File: config.mk
export PLATFORM = sky130hd
export DESIGN_NAME = num_lock_flat
export DESIGN_NICKNAME = d
export VERILOG_FILES = /design/src/rtl/num_lock_pkg.sv /design/src/rtl/num_lock_if.sv /design/src/rtl/num_lock_timer.sv /design/src/rtl/num_lock.sv /design/src/flat_wrapper.sv
export SDC_FILE = /design/constraint.sdc
export NUM_CORES = 1
export LEC_CHECK = 0
export BUFFER_PORTS_ARGS = -buffer_cell sky130_fd_sc_hd__buf_2
export CORE_MARGIN = 2
export CORE_UTILIZATION = 43
export CTS_BUF_LIST = sky130_fd_sc_hd__clkbuf_8 sky130_fd_sc_hd__clkbuf_16
export CTS_CLUSTER_DIAMETER = 150
export DETAILED_ROUTE_END_ITERATION = 10
export PLACE_DENSITY = 0.63
export SETUP_SLACK_MARGIN = 0.1
export SKIP_CTS_REPAIR_TIMING = 1
export SLEW_MARGIN = 20
export SYNTH_ARGS = -nofsm -noshare
export SYNTH_HDL_FRONTEND = slang
export SYNTH_SLANG_ARGS = --single-unit
File: constraint.sdc
create_clock -name CLK -period 2.2 [get_ports CLK]
set_input_delay 0.44 -clock CLK [delete_from_list [all_inputs] [get_ports CLK]]
set_output_delay 0.44 -clock CLK [all_outputs]
set_load 0.1 [all_outputs]
File: src/rtl/num_lock_pkg.sv
// num_lock_pkg -- shared definitions for the keypad combination lock.
//   DIGIT_W      : width of one BCD digit
//   LED_*        : status codes shown on oLED
//   state_t      : controller states (LOCKOUT exists only when
//                  NUM_LOCK_LOCKOUT_EN is defined)
//   digit_valid  : true for a legal decimal digit 0..9
//   max3         : largest of three integers, used to size the dwell timer
package num_lock_pkg;

    localparam int DIGIT_W = 4;

    localparam logic [2:0] LED_IDLE = 3'b000;
    localparam logic [2:0] LED_OPEN = 3'b001;
    localparam logic [2:0] LED_FAIL = 3'b010;
    localparam logic [2:0] LED_LOCK = 3'b100;

`ifdef NUM_LOCK_LOCKOUT_EN
    typedef enum logic [2:0] {
        ST_IDLE, ST_CHECK, ST_OPEN, ST_FAIL, ST_LOCKOUT
    } state_t;
`else
    typedef enum logic [2:0] {
        ST_IDLE, ST_CHECK, ST_OPEN, ST_FAIL
    } state_t;
`endif

    function automatic logic digit_valid(input logic [DIGIT_W-1:0] d);
        return (d <= DIGIT_W'(9));
    endfunction

    function automatic int max3(input int a, input int b, input int c);
        int m;
        m = (a > b) ? a : b;
        return (m > c) ? m : c;
    endfunction

endpackage

File: src/rtl/num_lock_if.sv
// num_lock_if -- keypad-side and status-side signals of the combination lock.
//   iNum1..iNum3 : digits from the keypad stage (stable while iNumRdy is high)
//   iNumRdy      : level ready flag; its rising edge is the entry event
//   oLED         : status code (open / fail / lockout / idle)
//   oUnlock      : high while the lock is open
//   oTries       : consecutive failure count
//   oBusy        : high whenever the controller is not idle
// Modports: master drives the digits (keypad / bench), slave is the lock.
interface num_lock_if;
    import num_lock_pkg::*;

    logic [DIGIT_W-1:0] iNum1;
    logic [DIGIT_W-1:0] iNum2;
    logic [DIGIT_W-1:0] iNum3;
    logic               iNumRdy;
    logic [2:0]         oLED;
    logic               oUnlock;
    logic [1:0]         oTries;
    logic               oBusy;

    modport master (
        output iNum1, iNum2, iNum3, iNumRdy,
        input  oLED, oUnlock, oTries, oBusy
    );

    modport slave (
        input  iNum1, iNum2, iNum3, iNumRdy,
        output oLED, oUnlock, oTries, oBusy
    );

endinterface

File: src/rtl/num_lock_timer.sv
// num_lock_timer -- loadable down-counter that stops at zero.
//   clk, rst   : clock, asynchronous active-high reset (count -> 0)
//   load       : load load_value this cycle (has priority over counting)
//   load_value : value to load
//   zero       : high while the count reads 0
module num_lock_timer #(
    parameter int W = 6
) (
    input  logic         clk,
    input  logic         rst,
    input  logic         load,
    input  logic [W-1:0] load_value,
    output logic         zero
);

    logic [W-1:0] count;

    // Count down to zero and hold there until the next load.
    always_ff @(posedge clk or posedge rst) begin
        if (rst) begin
            count <= '0;
        end else if (load) begin
            count <= load_value;
        end else if (count != '0) begin
            count <= count - 1'b1;
        end
    end

    assign zero = (count == '0);

endmodule

File: src/rtl/num_lock.sv
// num_lock -- three-digit keypad combination lock.
//   CLK    : system clock, rising edge
//   reset  : asynchronous active-high reset
//   bus    : num_lock_if slave (digits, ready flag, status outputs)
// A rising edge of iNumRdy while idle latches the digits; one CHECK cycle
// later the lock opens, or records a failure, for a fixed dwell time.
// Optional feature macro: NUM_LOCK_LOCKOUT_EN -- reaching MAX_TRIES
// failures enters a timed LOCKOUT instead of FAIL.
module num_lock
    import num_lock_pkg::*;
#(
    parameter logic [11:0] CODE        = 12'h123,
    parameter int          OPEN_CYCLES = 16,
    parameter int          FAIL_CYCLES = 8,
    parameter int          LOCK_CYCLES = 64,
    parameter int          MAX_TRIES   = 3
) (
    input  logic       CLK,
    input  logic       reset,
    num_lock_if.slave  bus
);

    localparam int MAX_CYC = max3(OPEN_CYCLES, FAIL_CYCLES, LOCK_CYCLES);
    localparam int TW      = (MAX_CYC > 1) ? $clog2(MAX_CYC) : 1;

    localparam logic [TW-1:0] OPEN_LOAD = TW'(OPEN_CYCLES - 1);
    localparam logic [TW-1:0] FAIL_LOAD = TW'(FAIL_CYCLES - 1);
`ifdef NUM_LOCK_LOCKOUT_EN
    localparam logic [TW-1:0] LOCK_LOAD = TW'(LOCK_CYCLES - 1);
`endif
    localparam logic [1:0] TRIES_MAX = 2'(MAX_TRIES);

    state_t             state;
    logic               rdy_q;
    logic [DIGIT_W-1:0] num1_q, num2_q, num3_q;
    logic [2:0]         led_q;
    logic               unlock_q;
    logic [1:0]         tries_q;
    logic               busy_q;

    logic               entry_event;
    logic               code_ok;
    logic [1:0]         tries_inc;
    logic               go_lock;
    logic               timer_load;
    logic [TW-1:0]      timer_value;
    logic               timer_zero;

    // The history register resets high so a level already asserted when
    // reset releases is not mistaken for a fresh entry.
    assign entry_event = bus.iNumRdy & ~rdy_q;

    // Out-of-range digits can never match, even if CODE were to hold one.
    assign code_ok = digit_valid(num1_q) && digit_valid(num2_q) &&
                     digit_valid(num3_q) && ({num1_q, num2_q, num3_q} == CODE);

    assign tries_inc = (tries_q >= TRIES_MAX) ? TRIES_MAX : tries_q + 2'd1;

`ifdef NUM_LOCK_LOCKOUT_EN
    assign go_lock = (tries_inc == TRIES_MAX);
`else
    assign go_lock = 1'b0;
`endif

    // The dwell timer is loaded on the same edge that leaves CHECK, so the
    // timed state starts with N-1 and exits on the cycle it reads zero.
    always_comb begin
        timer_load  = 1'b0;
        timer_value = '0;
        if (state == ST_CHECK) begin
            timer_load = 1'b1;
            if (code_ok) begin
                timer_value = OPEN_LOAD;
`ifdef NUM_LOCK_LOCKOUT_EN
            end else if (go_lock) begin
                timer_value = LOCK_LOAD;
`endif
            end else begin
                timer_value = FAIL_LOAD;
            end
        end
    end

    num_lock_timer #(
        .W (TW)
    ) u_timer (
        .clk        (CLK),
        .rst        (reset),
        .load       (timer_load),
        .load_value (timer_value),
        .zero       (timer_zero)
    );

    // Controller with registered status outputs; events outside IDLE are
    // simply not looked at, which drops them.
    always_ff @(posedge CLK or posedge reset) begin
        if (reset) begin
            state    <= ST_IDLE;
            rdy_q    <= 1'b1;
            num1_q   <= '0;
            num2_q   <= '0;
            num3_q   <= '0;
            led_q    <= LED_IDLE;
            unlock_q <= 1'b0;
            tries_q  <= 2'd0;
            busy_q   <= 1'b0;
        end else begin
            rdy_q <= bus.iNumRdy;
            case (state)
                ST_IDLE: begin
                    if (entry_event) begin
                        num1_q <= bus.iNum1;
                        num2_q <= bus.iNum2;
                        num3_q <= bus.iNum3;
                        busy_q <= 1'b1;
                        state  <= ST_CHECK;
                    end
                end
                ST_CHECK: begin
                    if (code_ok) begin
                        state    <= ST_OPEN;
                        led_q    <= LED_OPEN;
                        unlock_q <= 1'b1;
                        tries_q  <= 2'd0;
`ifdef NUM_LOCK_LOCKOUT_EN
                    end else if (go_lock) begin
                        state   <= ST_LOCKOUT;
                        led_q   <= LED_LOCK;
                        tries_q <= tries_inc;
`endif
                    end else begin
                        state   <= ST_FAIL;
                        led_q   <= LED_FAIL;
                        tries_q <= tries_inc;
                    end
                end
                ST_OPEN, ST_FAIL: begin
                    if (timer_zero) begin
                        state    <= ST_IDLE;
                        led_q    <= LED_IDLE;
                        unlock_q <= 1'b0;
                        busy_q   <= 1'b0;
                    end
                end
`ifdef NUM_LOCK_LOCKOUT_EN
                ST_LOCKOUT: begin
                    if (timer_zero) begin
                        state   <= ST_IDLE;
                        led_q   <= LED_IDLE;
                        tries_q <= 2'd0;
                        busy_q  <= 1'b0;
                    end
                end
`endif
                default: begin
                    state    <= ST_IDLE;
                    led_q    <= LED_IDLE;
                    unlock_q <= 1'b0;
                    busy_q   <= 1'b0;
                end
            endcase
        end
    end

    assign bus.oLED    = led_q;
    assign bus.oUnlock = unlock_q;
    assign bus.oTries  = tries_q;
    assign bus.oBusy   = busy_q;

endmodule

File: src/flat_wrapper.sv
// flat-port wrapper written by rule: the top's interface ports become plain ports
module num_lock_flat import num_lock_pkg::*;
#(
    parameter logic [11:0] CODE        = 12'h123,
    parameter int          OPEN_CYCLES = 16,
    parameter int          FAIL_CYCLES = 8,
    parameter int          LOCK_CYCLES = 64,
    parameter int          MAX_TRIES   = 3
)
  (CLK, reset, bus_iNum1, bus_iNum2, bus_iNum3, bus_iNumRdy, bus_oLED, bus_oUnlock, bus_oTries, bus_oBusy);
  num_lock_if bus_i ();
  input  logic CLK;
  input  logic reset;
  input wire logic [$bits(bus_i.iNum1)-1:0] bus_iNum1;
  input wire logic [$bits(bus_i.iNum2)-1:0] bus_iNum2;
  input wire logic [$bits(bus_i.iNum3)-1:0] bus_iNum3;
  input wire logic [$bits(bus_i.iNumRdy)-1:0] bus_iNumRdy;
  output wire logic [$bits(bus_i.oLED)-1:0] bus_oLED;
  output wire logic [$bits(bus_i.oUnlock)-1:0] bus_oUnlock;
  output wire logic [$bits(bus_i.oTries)-1:0] bus_oTries;
  output wire logic [$bits(bus_i.oBusy)-1:0] bus_oBusy;
  assign bus_i.iNum1 = bus_iNum1;
  assign bus_i.iNum2 = bus_iNum2;
  assign bus_i.iNum3 = bus_iNum3;
  assign bus_i.iNumRdy = bus_iNumRdy;
  assign bus_oLED = bus_i.oLED;
  assign bus_oUnlock = bus_i.oUnlock;
  assign bus_oTries = bus_i.oTries;
  assign bus_oBusy = bus_i.oBusy;
  num_lock #(.CODE(CODE), .OPEN_CYCLES(OPEN_CYCLES), .FAIL_CYCLES(FAIL_CYCLES), .LOCK_CYCLES(LOCK_CYCLES), .MAX_TRIES(MAX_TRIES)) u_core (.CLK(CLK), .reset(reset), .bus(bus_i));
endmodule
## Word level (Yosys, flattened, before mapping)

Index checks and enable logic that the tools add are counted.

| word-level totals | value |
|---|---|
| output and inout bits | 7 |
| register bits after elaboration | 29 |
| word-level logic and storage cells | 58 |
| input bits | 15 |

| operators by class | value |
|---|---|
| $lt $le $gt $ge | 4 |
| bitwise operators | 4 |
| mux-type cells | 18 |
| reductions and logical operators | 13 |
| $add $sub $neg | 2 |
| equal/unequal tests | 7 |

Operators by type and width:

| cell | count |
|---|---|
| $mux 6 | 3 |
| $pmux 3 s3 | 2 |
| $eq 12x9->1 const B | 1 |
| $le 4x4->1 const B | 3 |
| $eq 3x2->1 const B | 2 |
| $logic_not 6->1 | 1 |
| $mux 2 | 3 |
| $mux 3 | 2 |
| $ne 2x1->1 const B | 3 |
| $pmux 1 s3 | 2 |
| $reduce_and 2->1 | 3 |
| $reduce_and 3->1 | 2 |
| $reduce_bool 6->1 | 1 |
| $sub 6x1->6 const B | 1 |
| $mux 1 | 5 |
| $mux 4 | 1 |
| $eq 3x1->1 const B | 1 |
| $logic_and 1x1->1 | 3 |
| $logic_not 3->1 | 1 |
| $not 1->1 | 3 |
| $add 2x1->2 const B | 1 |
| $ge 2x2->1 const B | 1 |
| $reduce_bool 2->1 | 1 |
| $reduce_or 2->1 | 1 |
| $and 1x1->1 | 1 |

## Logic depth before layout (Yosys ltp)

| depth | value |
|---|---|
| word-level depth | 7 |
| depth in mapped cells | 5 |

## Cells and area by module

A second synthesis with hierarchy kept.

| unflattened totals | value |
|---|---|
| cells, all modules | 100 |
| area total of the unflattened synthesis | 1,286.2 µm² |

Modules (own cells, without submodules):

| module | sequential area each (µm²) | area each (µm²) | instances | cells each |
|---|---|---|---|---|
| num_lock | 526.8 | 904.6 | 1 | 60 |
| num_lock_timer | 150.1 | 381.6 | 1 | 40 |

## Worst setup path before layout

No wires, ideal clock.

| path | value |
|---|---|
| path kind | flip-flop to flip-flop |
| from | register u_core.num2_q[3] |
| to | register u_core.state[0] |
| setup slack | 0.516 ns |
| cell stages (with the launch flop) | 4 |
| required time | 2.080 ns |
| period minus slack after synthesis | 1.684 ns |
| library setup time | 0.120 ns |
| arrival | 1.564 ns |
| cell sequence | dfrtp_1 -> or4_4 -> or4_1 -> a31o_1 |

| between the ends | value |
|---|---|
| word-level cells in the longest chain between the ends | 6 |

RTL lines:

| item | line | RTL |
|---|---|---|
| start: declaration | num_lock.sv:35 | `logic [DIGIT_W-1:0] num1_q, num2_q, num3_q;` |
| start signal: assignment | num_lock.sv:113 | `num2_q <= bus.iNum2;` |
| $le 4x4->1 | num_lock_pkg.sv:28 | `return (d <= DIGIT_W'(9));` |
| $logic_and 1x1->1 (2 in series) | num_lock.sv:54 | `assign code_ok = digit_valid(num1_q) && digit_valid(num2_q) &&` |
| $logic_and 1x1->1 (*) | num_lock.sv:55 | `digit_valid(num3_q) && ({num1_q, num2_q, num3_q} == CODE);` |
| $mux 1 (*) | num_lock.sv:120 | `if (code_ok) begin` |
| $pmux 3 s3 (*) | num_lock.sv:109 | `case (state)` |
| end signal: assignment | num_lock.sv:116 | `state <= ST_CHECK;` |
| end signal: assignment | num_lock.sv:121 | `state <= ST_OPEN;` |
| end signal: assignment | num_lock.sv:132 | `state <= ST_FAIL;` |
| end: declaration | num_lock.sv:33 | `state_t state;` |

Every way passes the cells marked *; elsewhere a longest branch is shown, timed or not.
A chain may end at the register's enable or synchronous reset.

## Worst setup path after layout

Ends and elaborated chain as after synthesis.

==> key figures <==
Status
  – Status: finished clean

Floorplan
  – Core Footprint: 0.00254 mm2
  – Die Y-Extent: 56.3 um
  – Die W: 56.3 um
  – Io pins: 22
  – DIE AREA: 0.00317 mm2
  – Rows: 18
  – Starting Density: 46.2%

Route
  – Detail Route Antenna Nets: 0
  – Vias: 823
  – DR vias/cell: 5.52
  – WL/cell: 13.8 um
  – WL final: 2050 um
  – DRC violations left: 0
  – First DRT Iteration DRCs: 19
  – TritonRoute pass-1 iters: 4

STA
  – Max Clk Rate: 0.574 GHz
  – # setup viols final: 0
  – Final max-slew violation count: 0
  – Setup_tns: 0 ns
  – Min Tclk post-route: 1.74 ns
  – Unrepaired setup endpoints after global routing: false
  – Slew margin rel.: 59.9%
  – Post-route clock skew: 0.00178 ns
  – Slew of the pin with the lowest slew margin: 0.600 ns
  – Hold violation count in the final report: 0
  – Post-route clock period utilization: 79.2%

Power
  – Sw frac: 42.0%
  – Power per standard cell area: 1410 mW/mm2
  – Static leakage: 0.626 nW
  – Switch Pwr: 801 uW
  – Flop pwr share: 45.0%
  – Comb power frac: 40.5%
  – Final Power: 1.91 mW
  – Clk pwr share: 14.5%
  – Maximum vdd ir drop: 0.749 mV
  – Internal: 1.11 mW

Flow run
  – Max_cap viols: 0

Global routing
  – GRT Overall Usage: 14.1%
  – First-pass GRT wire length: 3480 um
  – Overflow after GRT: 0
  – Vias in the first global route: 799
  – Initial antenna violation count: 0
  – Largest net degree at the start of global routing: 28

Placement
  – I/O Buffers: 20
  – Post-DP Area: 0.00131 mm2
  – RePlAce Congestion: 0.748
  – Hpwl dp: 1530 um
  – Placed Cells: 145

Finish
  – Ant diodes: 0
  – Share of layout cells above drive strength 1: 34.5%
  – Multi-input logic area: 460 um2
  – Fin nets: 137
  – Fill cells: 238
  – P&R area growth vs syn: 15.5%
  – Post-route cell area: 0.00136 mm2
  – Storage element area: 677 um2
  – Post-route insts no fill: 149

Clocking
  – Max Root-Sink Buffers: 2
  – CTS buffer count: 3
  – Clock root cell: clkbuf_8
  – H-Tree Level Count: 1
  – CTS sink count: 27
  – Clk_lat worst skew: 0.27 ns
  – Clk slew on worst S/H paths: 0.09 ns
  – CTS tree: yes

Worst setup path
  – Largest stage delay, worst path: 0.55 ns
  – Critical path peak fanout: 4
  – Critical-path cell list: or4_4, or4_1, a31o_1
  – Crit end category: register
  – CP startpoint: u_core.num2_q[3]$_DFFE_PP0P_
  – Arr. time, crit path: 1.91 ns
  – CP max stage cell: or4_4
  – Worst EP required: 2.37 ns
  – Critical path class: reg2reg
  – Top delay family on crit path: simple AND/OR/NAND/NOR gates
  – Reg-to-Reg Start: u_core.num2_q[3]$_DFFE_PP0P_
  – Critical Path Start Type: register
  – Crit path buffers/inverters: 0

Synth
  – Syn nets: 113
  – Share of the synthesized area in the top cell type: 55.3%
  – Yosys top cell by area: dfrtp_1
  – Most used flip-flop cell after synthesis: dfrtp_1
  – Syn Std Cell Area: 0.00118 mm2
  – Top cells by area, synth: dfrtp_1 (55%), mux2_2 (11%), or4_1 (2.6%)
  – Register area share after synthesis: 57.6%
  – Number of synthesized flops with an enable pin: 0
  – Syn avg cell area: 12.3 um2
  – FF+latch count, synth: 27
  – Syn Inst Count: 96
  – YS warnings: 0
  – Asr flop ratio synth: 100%
  – Synth cell types: 34

Hold path
  – HP Class: in2async
## metrics by stage
step,setup slack (ns),utilization (%),hold slack (ns)
2_1_floorplan,0.516,-,0.444
3_3_place_gp,0.500,51.6,0.456
3_5_place_dp,0.457,51.6,0.468
4_1_cts,0.445,53.4,0.220
5_1_grt,0.382,53.4,0.251
6_report,0.457,53.4,0.203
## path summary, 6_finish.rpt
path,slack [ns],end,cells past startpoint
worst max-delay path,0.46,u_core.state[0]$_DFFE_PP0P_,3
worst min-delay path,0.20,u_core.bus.oBusy$_DFFE_PP0P_,3
worst max register to register,0.46,u_core.state[0]$_DFFE_PP0P_,3
worst min register to register,0.48,u_core.bus.oBusy$_DFFE_PP0P_,1
max in group asynchronous,1.70,u_core.rdy_q$_DFF_PP1_,3
min in group CLK,0.27,u_core.rdy_q$_DFF_PP1_,1
## final cells by class
type	instances	area share [%]
clock inverter	1	0.368
multi-input combinational	60	33.9
inverter	6	1.66
tap	30	2.76
timing repair buffer	22	8.47
sequential	27	49.8
clock buffer	3	3.04
## layer usage
metal	GRT usage, %	vias up	share of wire [%]	wire, um
li1	-	388	-	-
met4	6.12	0	1.8	37
met2	23.5	12	49	1010
met5	0	-	0	0
met3	2.76	5	3.0	62
met1	17.7	418	46	936
## Yosys cell counts (2+ instances only)
| cell | instances |
|---|---|
| inv_1 | 6 |
| o31ai_1 | 3 |
| a21oi_1 | 3 |
| dfrtp_1 | 26 |
| a21o_1 | 2 |
| or4_1 | 4 |
| ha_1 | 2 |
| nor2_1 | 5 |
| nor3_1 | 5 |
| mux2_2 | 12 |
| nor4_1 | 2 |
| o21ai_0 | 4 |
## kinds of logic after synthesis
| logic type | Yosys count | synth area share [%] |
|---|---|---|
| AO/OA/AOI/OAI | 16 | 8.72 |
| adder cells (fa/ha/maj) | 2 | 2.13 |
| other | 1 | 0.319 |
| XOR/XNOR | 2 | 1.49 |
| flip-flops | 27 | 57.6 |
| multiplexers | 12 | 11.5 |
| AND/OR/NAND/NOR | 27 | 15.0 |
| buffers and inverters | 9 | 3.30 |
## worst min-delay path, cell delays in order
cell   delay [ns]
buf_2        0.09
inv_1        0.04
buf_4        0.31
## power groups by stage
stage	Combinational (mW)	Clock, mW	Sequential [mW]
floorplan	0.393	0	1.10
global placement	0.763	0	0.855
detailed placement	0.778	0	0.870
CTS	0.781	0.285	0.861
global route	0.831	0.308	0.895
finish	0.773	0.277	0.860
## registers in the layout, summed over array words and instances, names as in the netlist, 2 cells and up
name                  flops
u_core.u_timer.count      6
u_core.num1_q             4
u_core.num2_q             4
u_core.num3_q             4
u_core.bus.oLED           2
u_core.bus.oTries         2
u_core.state              2
## cells in the final DEF (no fill, tap or decap), types with 3 or more instances in the layout
cell	netlist	final
nor2_1	5	5
clkbuf_8	0	3
a21oi_1	3	3
buf_2	1	20
o31ai_1	3	3
dfrtp_1	26	26
inv_1	6	6
nor3_1	5	5
mux2_2	12	12
or4_1	4	4
o21ai_0	4	4
No activity file was read; power rests on OpenSTA's default activity.
